<file path="src/rtl/uart_rx_fifo.sv">
// Receive-side byte FIFO behind the UART receiver: first-word fall-through head,
// occupancy status and a sticky overflow flag for bytes dropped while full.
module uart_rx_fifo #(
    parameter int DEPTH = 16,
    parameter int AW    = 4
) (
    input  logic          clk,
    input  logic          rst,
    input  logic          wr_valid,
    input  logic [7:0]    wr_data,
    input  logic          rd_en,
    output logic [7:0]    rd_data,
    output logic          empty,
    output logic          full,
    output logic [AW:0]   count,
    output logic          overflow,
    input  logic          clr_ovf
);

    logic [7:0]  mem_q [DEPTH];
    logic [AW:0] wr_ptr_q, wr_ptr_d;
    logic [AW:0] rd_ptr_q, rd_ptr_d;
    logic        overflow_q, overflow_d;
    logic        pop, push, drop;

    // Pointers carry an extra wrap bit so full and empty are distinguishable.
    assign empty = (wr_ptr_q == rd_ptr_q);
    assign full  = (wr_ptr_q[AW-1:0] == rd_ptr_q[AW-1:0]) && (wr_ptr_q[AW] != rd_ptr_q[AW]);
    assign count = wr_ptr_q - rd_ptr_q;

    assign pop  = rd_en && !empty;
    assign push = wr_valid && (!full || pop);
    assign drop = wr_valid && full && !pop;

    assign rd_data  = empty ? 8'h00 : mem_q[rd_ptr_q[AW-1:0]];
    assign overflow = overflow_q;

    always_comb begin
        wr_ptr_d   = wr_ptr_q;
        rd_ptr_d   = rd_ptr_q;
        overflow_d = overflow_q;
        if (push) wr_ptr_d = wr_ptr_q + {{AW{1'b0}}, 1'b1};
        if (pop)  rd_ptr_d = rd_ptr_q + {{AW{1'b0}}, 1'b1};
        // A drop in the same cycle as a clear keeps the flag set.
        if (drop)         overflow_d = 1'b1;
        else if (clr_ovf) overflow_d = 1'b0;
    end

    always_ff @(posedge clk or negedge rst) begin
        if (!rst) begin
            wr_ptr_q   <= '0;
            rd_ptr_q   <= '0;
            overflow_q <= 1'b0;
        end else begin
            wr_ptr_q   <= wr_ptr_d;
            rd_ptr_q   <= rd_ptr_d;
            overflow_q <= overflow_d;
        end
    end

    always_ff @(posedge clk) begin
        if (push) mem_q[wr_ptr_q[AW-1:0]] <= wr_data;
    end

endmodule

</file>
<file path="config.mk">
export PLATFORM = sky130hd
export DESIGN_NAME = uart_rx_fifo
export DESIGN_NICKNAME = d
export VERILOG_FILES = /design/src/rtl/uart_rx_fifo.sv
export SDC_FILE = /design/constraint.sdc
export NUM_CORES = 1
export LEC_CHECK = 0
export BUFFER_PORTS_ARGS = -buffer_cell sky130_fd_sc_hd__buf_2
export CORE_ASPECT_RATIO = 1.5
export CORE_UTILIZATION = 65
export CTS_CLUSTER_SIZE = 28
export DETAILED_ROUTE_END_ITERATION = 7
export PLACE_DENSITY = 0.92
export SYNTH_ARGS = -nofsm -noshare
export SYNTH_HDL_FRONTEND = slang
export SYNTH_SLANG_ARGS = --single-unit
</file>
<file path="constraint.sdc">
create_clock -name clk -period 5.59 [get_ports clk]
set_input_delay 0.2795 -clock clk [delete_from_list [all_inputs] [get_ports clk]]
set_output_delay 0.2795 -clock clk [all_outputs]
set_load 0.02 [all_outputs]
</file>
## Word-level counts from Yosys, hierarchy flattened

Memories as Yosys holds them, arrays and structs flattened.
Cells that the tools add are included.

| word-level totals | value |
|---|---|
| flip-flop bits (word level) | 11 |
| memory bits (writable) | 128 |
| bits of input ports | 13 |
| output and inout port bits | 16 |
| logic and storage cells | 25 |
| memories | 1 |

| operators by class | value |
|---|---|
| add/subtract/negate cells | 3 |
| equality and inequality tests | 3 |
| mux-type cells | 5 |
| reductions and logical operators | 10 |

Memories:

| memory | words | width | read ports | clocked after memory_dff | write ports | line | text |
|---|---|---|---|---|---|---|---|
| mem_q | 16 | 8 | 1 | 0 | 1 | 20 | `logic [7:0] mem_q [DEPTH];` |

Operator list:

| operator | number |
|---|---|
| $add A5 B1 Y5 const B | 2 |
| $mux W8 | 1 |
| $eq A5 B5 Y1 | 1 |
| $logic_and A1 B1 Y1 | 5 |
| $sub A5 B5 Y5 | 1 |
| $eq A4 B4 Y1 | 1 |
| $mux W1 | 4 |
| $logic_not A1 Y1 | 3 |
| $reduce_bool A2 Y1 | 1 |
| $logic_or A1 B1 Y1 | 1 |
| $ne A1 B1 Y1 | 1 |

## Logic depth before layout (Yosys ltp)

Gate-level depths: netlist of run 1.

| logic depth | value |
|---|---|
| word-level depth | 7 |
| depth in mapped cells | 9 |
| depth with buffers taken out | 7 |

## Worst setup path after synthesis of run 1

Ideal clock, no wire load.

| path | value |
|---|---|
| path kind | reg-to-reg |
| from | register rd_ptr_q[2] |
| to | memory mem_q[0][0] (enable) |
| library setup time | 0.398 ns |
| arrival | 2.372 ns |
| data required time | 5.192 ns |
| path slack | 2.820 ns |
| stages on the path, launching flop included | 8 |
| buffers on the path | 2 |
| clock period less this slack | 2.770 ns |
| path through | dfrtp_1 clkbuf_1 buf_2 inv_1 ha_1 nand4_1 o31ai_1 nor4b_1 |

| between the ends | value |
|---|---|
| cells in the longest elaborated chain, start to end | 7 |
| elaborated cells on any way between the ends | 10 |
| those cells by class | eq/ne: 2; mux: 2; reduce/logical: 6 |

Ends and longest elaborated chain:

| element | line | text |
|---|---|---|
| start, declared | 22 | `logic [AW:0] rd_ptr_q, rd_ptr_d;` |
| start signal, assigned | 56 | `rd_ptr_q <= rd_ptr_d;` |
| $eq A5 B5 Y1 / $eq A4 B4 Y1 (equally long branches) | 27, 28 |  |
| $logic_not A1 Y1 / $logic_and A1 B1 Y1 (equally long branches) | 31, 28 |  |
| $logic_and A1 B1 Y1 / $logic_not A1 Y1 (equally long branches) | 31, 32 |  |
| $logic_or A1 B1 Y1 * | 32 | `assign push = wr_valid && (!full \|\| pop);` |
| $logic_and A1 B1 Y1 * | 32 |  |
| $mux W1 * | 62 | `if (push) mem_q[wr_ptr_q[AW-1:0]] <= wr_data;` |
| $mux W1 (not written as such) * | 62 |  |
| end, declared | 20 |  |

Mark *: on every way between the ends. The rest lies on a longest branch, timed or not.

## Worst setup path in the final report of run 1

| path | value |
|---|---|
| from | register rd_ptr_q[1] |
| to | output port rd_data[6] |

| between the ends | value |
|---|---|
| cells in the longest elaborated chain, start to end | 2 |
| elaborated cells on any way between the ends | 3 |
| those cells by class | eq/ne: 1; mux: 1; memory: 1 |

Ends and longest elaborated chain:

| element | line | text |
|---|---|---|
| $mem_v2 Z16 W8 / $eq A5 B5 Y1 (equally long branches) | n/a |  |
| $mux W8 * | 35 | `assign rd_data = empty ? 8'h00 : mem_q[rd_ptr_q[AW-1:0]];` |
| end, declared | 12 | `output logic [7:0] rd_data,` |

Marked as above.

==> flow_metrics.env, run 1 <==
export IMPL_status="finished clean"
export IMPL_die_height_microns=117.2
export IMPL_worst_slew_pin_slew_ns=1.084
export IMPL_total_via_count_in_the_routed_design=3036
export IMPL_worst_endpoint_arrival_ns=3.27
export IMPL_area_growth_synth_to_final_pct=13.70
export IMPL_place_ws_ns=2.317
export IMPL_floorplan_die_width_microns=78.83
export IMPL_grt_setup_unrepaired="no"
export IMPL_drt_initial_drc_count=299
export IMPL_final_setup_tns_ns=0
export IMPL_drv_slew=0
export IMPL_finalWirelength_microns=12570
export IMPL_ys_flop_type="edfxtp_1"
export IMPL_cts_htree_levels=4
export IMPL_synth_warnings=0
export IMPL_cts_tree="done"
export IMPL_grtUsageMet3_pct=7.907
export IMPL_rows=41
export IMPL_clk_insertion_delay_late_ns=0.42
export IMPL_met2_usage_pct=47.77
export IMPL_cp_max_fo=22
export IMPL_cts_max_path_buffers=2
export IMPL_first_global_vias=2989
export IMPL_power_density_cell_area_mw_per_mm2=589.1
export IMPL_skew_ns=0.005775
export IMPL_timing_worst_setup_path_type="reg -> out"
export IMPL_post_synth_top_count_cell="edfxtp_1"
export IMPL_place_gp_congestion=0.8399
export IMPL_globalRouteTotalUtil_pct=30.41
export IMPL_grt_met1_usage_pct=39.83
export IMPL_initial_utilization_pct=67.57
export IMPL_timing_hold_violations_final=0
export IMPL_antenna_diode_count=0
export IMPL_synth_top_area_share_pct=66.80
export IMPL_routed_via_density=6.792
export IMPL_die_area_sq_mm=0.009241
export IMPL_drc_errors=0
export IMPL_ir_worst_vdd_uv=511.3
export IMPL_antenna_found_initial=0
export IMPL_layout_drive_gt1_share_pct=27.65
export IMPL_cts_inserted_buffers=17
export IMPL_ys_seq_elements=139
export IMPL_maximum_number_of_pins_on_one_net_before_global_route_repair=37
export IMPL_core_area_sq_mm=0.008516
export IMPL_clock_pin_slew_worst_setup_and_hold_paths_ns=0.06
export IMPL_place_detailed_hpwl_microns=7417
export IMPL_worst_hold_slack_across_all_endpoints_ns=0.05737
export IMPL_synthesis_nets=316
export IMPL_finalCritPeriodShare_pct=63.43
export IMPL_post_drt_wl_per_cell_microns=28.12
export IMPL_leakage_nw=2.331
export IMPL_synth_area_top_cells="edfxtp_1 (67%), mux4_2 (9.4%), dfrtp_1 (4.8%)"
export IMPL_cts_repair_resized=0
export IMPL_cts_hold_buf=1
export IMPL_synthArstFlopShare_pct=7.914
export IMPL_ys_top_cells_by_count="edfxtp_1 (128), mux4_2 (24), and3_1 (13)"
export IMPL_drv_cap=0
export IMPL_period_needed_ns=3.546
export IMPL_critical_path_required_ns=5.31
export IMPL_postSynthAreaPerCell_sq_um=19.64
export IMPL_firstDrtPassIters=5
export IMPL_holdCritPathClass="in -> reg"
export IMPL_synth_distinct_cells=35
export IMPL_timing_final_setup_violations=0
export IMPL_cts_repair_timing_setup_buffer_count=0
export IMPL_crit_path_start_kind="register"
export IMPL_synth_cell_area_sq_mm=0.005754
export IMPL_clk_root_buffer_cell="clkbuf_16"
export IMPL_synth_enable_flop_cells=128
export IMPL_cts_sink_count=139
export IMPL_detail_route_antenna_nets=0
export IMPL_io_pin_count=29
export IMPL_synth_sequential_area_ratio_pct=71.58
export IMPL_grt_first_pass_wirelength_microns=18820
export IMPL_layout_filler_cells=434
export IMPL_buffer_ports_inserted=28
export IMPL_synth_top_area_cell="edfxtp_1"
export IMPL_timing_reg2reg_setup_slack_ns=2.15
export IMPL_setup_worst_path_end_class="primary output"
export IMPL_nets=350
export IMPL_top_usage_layer="met2"
export IMPL_gr_total_overflow=0
export IMPL_fmax_mhz=282.0
export IMPL_finalWorstSetupSlack_ns=2.044
export IMPL_postSynthCellCount=293
export IMPL_max_slew_margin_rel_pct=27.71
stage by stage:
| step | cell area, sq um | util, % | std cells | power, W |
|---|---|---|---|---|
| after global placement | 5949 | 69.86 | 414 | 0.002656 |
| after floorplan | 5754 | - | 293 | 0.002364 |
| after CTS | 6543 | 76.83 | 447 | 0.003839 |
| after global routing | 6543 | 76.83 | 447 | 0.004001 |
| final | 6543 | 76.83 | 447 | 0.003854 |
| after detailed placement | 5949 | 69.86 | 414 | 0.002717 |
layer usage:
metal	part of all wire [%]	wire length (microns)
met5	0	0
met4	3.7	464
met3	7.3	916
met2	49	6211
met1	40	4978
layout make-up:
type                    count  area, sq um  area share [%]
flip-flops and latches    139         4120           62.98
multi-input cells         130         1518           23.20
clock buffers              18        429.2           6.560
clock inverters            14        153.9           2.352
repair buffers             29        150.1           2.295
well taps                 107        133.9           2.046
inverters                  10        37.54          0.5737
layout by cell type (no fill, tap or decap), types with 2 or more instances in the layout:
cell type,n
a21o_1,2
a21oi_1,10
and2_1,3
and3_1,13
buf_2,28
bufinv_16,3
clkbuf_16,17
clkinv_1,3
clkinv_2,4
clkinv_4,2
clkinvlp_4,2
dfrtp_1,10
edfxtp_1,128
ha_1,9
inv_1,8
inv_2,2
mux2_2,8
mux2i_1,8
mux4_1,8
mux4_2,24
nand2_1,6
nand3_1,3
nand4_1,3
nor2_1,3
nor4b_2,2
o21ai_0,5
o21ai_1,3
xnor2_1,11
state kept, by name, summed over array words and instances, names as in the netlist:
name,cells
overflow,1
wr_ptr_q,5
rd_ptr_q,5
mem_q,128
logic make-up (layout without fill, tap and decap cells):
| group | after synthesis | count (layout) | synth area share [%] |
|---|---|---|---|
| AO/OA/AOI/OAI | 24 | 24 | 2.414 |
| flip-flops | 139 | 139 | 71.58 |
| buffers and inverters | 24 | 71 | 2.261 |
| XOR/XNOR | 12 | 12 | 1.826 |
| AND/OR/NAND/NOR | 36 | 36 | 3.610 |
| adder cells (fa/ha/maj) | 10 | 10 | 2.305 |
| multiplexers | 48 | 48 | 16.00 |
report_power, final:
group	total, W	switching (W)	internal [W]
registers	0.00150	0.000229	0.00127
clock network	0.00110	0.000407	0.000693
logic	0.00126	0.000695	0.000560
critical path, cell delays in order, from the launching register on:
cell and delay (ns):
dfrtp_1 1.01, inv_2 0.28, ha_1 0.40, and4_1 0.22, nand2_1 0.31, o221ai_1 0.23, a21oi_1 0.20, buf_2 0.20
path summary, 6_finish.rpt:
kind	from	end	depth (start not counted)
max in group asynchronous	rst	rd_ptr_q[0]$_DFFE_PN0P_	2
hold / removal	clr_ovf	overflow$_DFFE_PN0P_	2
hold reg to reg	rd_ptr_q[4]$_DFFE_PN0P_	rd_ptr_q[4]$_DFFE_PN0P_	1
setup / recovery	rd_ptr_q[1]$_DFFE_PN0P_	rd_data[6]	7
setup reg to reg	rd_ptr_q[1]$_DFFE_PN0P_	mem_q[5][1]$_DFFE_PP_	6
min in group asynchronous	rst	rd_ptr_q[3]$_DFFE_PN0P_	2
(Power assumes the default switching activity.)
==> run 2: changes to the inputs <==
- ABC_AREA: not set -> 1
- CORE_UTILIZATION: 65 -> 55
- PLACE_DENSITY: 0.92 -> 0.83
- clock period: 5.59 -> 3 ns (I/O delays scaled with it)
==> flow_metrics.env, run 2 <==
export IMPL_fmax_mhz=375.8
export IMPL_power_density_cell_area_mw_per_mm2=1050
export IMPL_cts_tree="done"
export IMPL_postSynthAreaPerCell_sq_um=10.05
export IMPL_synth_enable_flop_cells=128
export IMPL_post_drt_wl_per_cell_microns=18.04
export IMPL_firstDrtPassIters=5
export IMPL_setup_worst_path_end_class="primary output"
export IMPL_worst_endpoint_arrival_ns=2.51
export IMPL_r2r_end="mem_q[11][3]$_DFFE_PP_"
export IMPL_status="finished clean"
export IMPL_synth_sequential_area_ratio_pct=64.26
export IMPL_fin_area_sq_mm=0.007249
export IMPL_area_growth_synth_to_final_pct=13.10
export IMPL_max_slew_margin_rel_pct=37.04
export IMPL_ys_top_cells_by_count="nand2_1 (230), edfxtp_1 (128), inv_1 (98)"
export IMPL_cp_max_fo=57
export IMPL_gr_total_overflow=0
export IMPL_postSynthCellCount=638
export IMPL_synth_cell_area_sq_mm=0.006410
export IMPL_place_gp_congestion=0.9220
export IMPL_core_area_sq_mm=0.01117
export IMPL_routed_via_density=5.455
export IMPL_worst_slew_pin_slew_ns=0.9444
export IMPL_ir_worst_vdd_uv=654.3
export IMPL_timing_hold_violations_final=0
export IMPL_commonest_cells_after_routing_fill_and_taps_aside="nand2_1 (230), edfxtp_1 (128), inv_1 (98), nand3_1 (72), buf_2 (28)"
export IMPL_timing_final_setup_violations=0
export IMPL_worst_setup_path_endpoint="rd_data[1]"
export IMPL_period_needed_ns=2.661
export IMPL_multi_input_area_sq_mm=0.001748
export IMPL_antenna_found_initial=0
export IMPL_first_global_vias=4482
export IMPL_maximum_number_of_pins_on_one_net_before_global_route_repair=67
export IMPL_synth_warnings=0
export IMPL_worstReg2RegStart="rd_ptr_q[2]$_DFFE_PN0P_"
export IMPL_synth_top_area_share_pct=59.96
export IMPL_layout_drive_gt1_share_pct=12.30
export IMPL_detail_route_antenna_nets=0
export IMPL_ys_flop_type="edfxtp_1"
export IMPL_skew_ns=0.006840
export IMPL_cts_repair_timing_setup_buffer_count=0
export IMPL_antenna_diode_count=0
export IMPL_holdCritPathClass="in -> reg"
export IMPL_die_area_sq_mm=0.01210
export IMPL_ys_seq_elements=139
export IMPL_cts_repair_resized=0
export IMPL_synth_top_area_cell="edfxtp_1"
export IMPL_synth_area_top_cells="edfxtp_1 (60%), nand2_1 (13%), inv_1 (5.7%)"
export IMPL_drv_slew=0
export IMPL_floorplan_die_width_microns=90.15
export IMPL_place_detailed_hpwl_microns=9543
export IMPL_total_via_count_in_the_routed_design=4528
export IMPL_leakage_nw=3.208
export IMPL_clk_insertion_delay_late_ns=0.41
export IMPL_cts_sink_count=139
export IMPL_cts_htree_levels=4
export IMPL_nets=693
export IMPL_drv_cap=0
export IMPL_grt_first_pass_wirelength_microns=23340
export IMPL_drt_initial_drc_count=515
export IMPL_rows=47
export IMPL_grt_setup_unrepaired="no"
export IMPL_buffer_ports_inserted=28
export IMPL_final_setup_tns_ns=0
export IMPL_drc_errors=0
export IMPL_number_of_flip_flops_in_the_largest_register=128
export IMPL_synthArstFlopShare_pct=7.914
export IMPL_timing_reg2reg_setup_slack_ns=0.55
export IMPL_critical_path_required_ns=2.85
export IMPL_worst_r2r_cell_count=11
export IMPL_finalWirelength_microns=14970
export IMPL_fin_total_pwr_w=0.007609
export IMPL_place_ws_ns=0.5753
export IMPL_layout_filler_cells=838
export IMPL_synthesis_nets=661
export IMPL_io_pin_count=29
export IMPL_clock_pin_slew_worst_setup_and_hold_paths_ns=0.05
export IMPL_finalWorstSetupSlack_ns=0.3390
export IMPL_die_height_microns=134.2
export IMPL_area_taken_by_flip_flops_and_latches_sq_mm=0.004120
export IMPL_finalCritPeriodShare_pct=88.70
export IMPL_timing_worst_setup_path_type="reg -> out"
export IMPL_clk_root_buffer_cell="clkbuf_16"
export IMPL_worstSetupStartpoint="rd_ptr_q[0]$_DFFE_PN0P_"
export IMPL_final_common_cell="nand2_1"
export IMPL_globalRouteTotalUtil_pct=26.52
export IMPL_crit_path_start_kind="register"
export IMPL_initial_utilization_pct=57.37
export IMPL_cts_max_path_buffers=2
export IMPL_synth_distinct_cells=27
export IMPL_cts_inserted_buffers=17
export IMPL_post_synth_top_count_cell="nand2_1"
export IMPL_placedInstanceArea_sq_mm=0.006646
[run 2: cell count changes in the layout (fill, tap and decap cells not counted), sizes merged, moves of 4 or more]
cell / before / now
nand2: 6 / 240
inv: 10 / 103
nand3: 3 / 72
mux4: 32 / 0
nor2: 3 / 20
and3: 13 / 0
mux2: 8 / 0
mux2i: 8 / 0
xnor2: 11 / 3
buf: 28 / 35
xor2: 1 / 8
o21ai: 9 / 5
[run 2: timing repair]
action	4_1_cts	5_1_grt
hold buffers	2	0
endpoints found under the hold margin	12	0
setup endpoints to repair	0	0
[run 2: kinds of logic (layout without fill, tap and decap cells)]
family          after synthesis  after routing  share of synthesized area, %
compound gates               16             16                         1.366
xor+xnor                     11             11                         1.620
fa+ha+maj                    10             10                         2.069
buf+inv                     129            174                         8.471
flops                       139            139                         64.26
simple gates                333            333                         22.21
[run 2: critical path, stage by stage, from the launching register on]
cell and delay (ns):
dfrtp_2 0.43, inv_2 0.67, nand2_1 0.10, nand2_1 0.09, nand2_1 0.07, nand3_1 0.12, nand3_1 0.10, a21oi_1 0.26
buf_2 0.23
[run 2: worst min-delay path by stage]
stage	startpoint	end	cells past startpoint
floorplan	rst	overflow$_DFFE_PN0P_	0
global placement	rst	overflow$_DFFE_PN0P_	1
detailed placement	rst	overflow$_DFFE_PN0P_	1
CTS	rd_en	rd_ptr_q[3]$_DFFE_PN0P_	3
global route	rd_en	rd_ptr_q[3]$_DFFE_PN0P_	3
finish	rd_en	rd_ptr_q[3]$_DFFE_PN0P_	3
[run 2: final cells by class]
class / instances / area share [%]
Timing Repair Buffer: 37 / 2.934
Sequential cell: 139 / 56.83
Inverter: 105 / 5.540
Clock inverter: 14 / 2.123
Tap cell: 147 / 2.537
Multi-Input combinational cell: 370 / 24.11
Clock buffer: 18 / 5.920
[run 2: power by group]
| part | leakage (nW) | internal, W | total (W) | switching [W] |
|---|---|---|---|---|
| clock network | 0.272 | 0.00129 | 0.00203 | 0.000736 |
| logic | 1.65 | 0.000930 | 0.00311 | 0.00218 |
| registers | 1.29 | 0.00236 | 0.00248 | 0.000121 |
[run 2: through the flow]
step,std cells,util [%],hold WS (ns)
after CTS,830,64.88,0.03551
final,830,64.88,0.04193
after global placement,796,59.48,0.03474
after floorplan,638,-,-0.1456
after detailed placement,796,59.48,0.03207
after global routing,830,64.88,0.04024
[run 2: per-layer routing]
layer / GRT usage, % / wire length (microns) / vias to the layer above
met5: 0 / 0 / -
met3: 6.293 / 1187 / 44
met4: 11.92 / 473 / 0
li1: - / - / 2094
met1: 30.23 / 5405 / 2135
met2: 47.20 / 7906 / 255
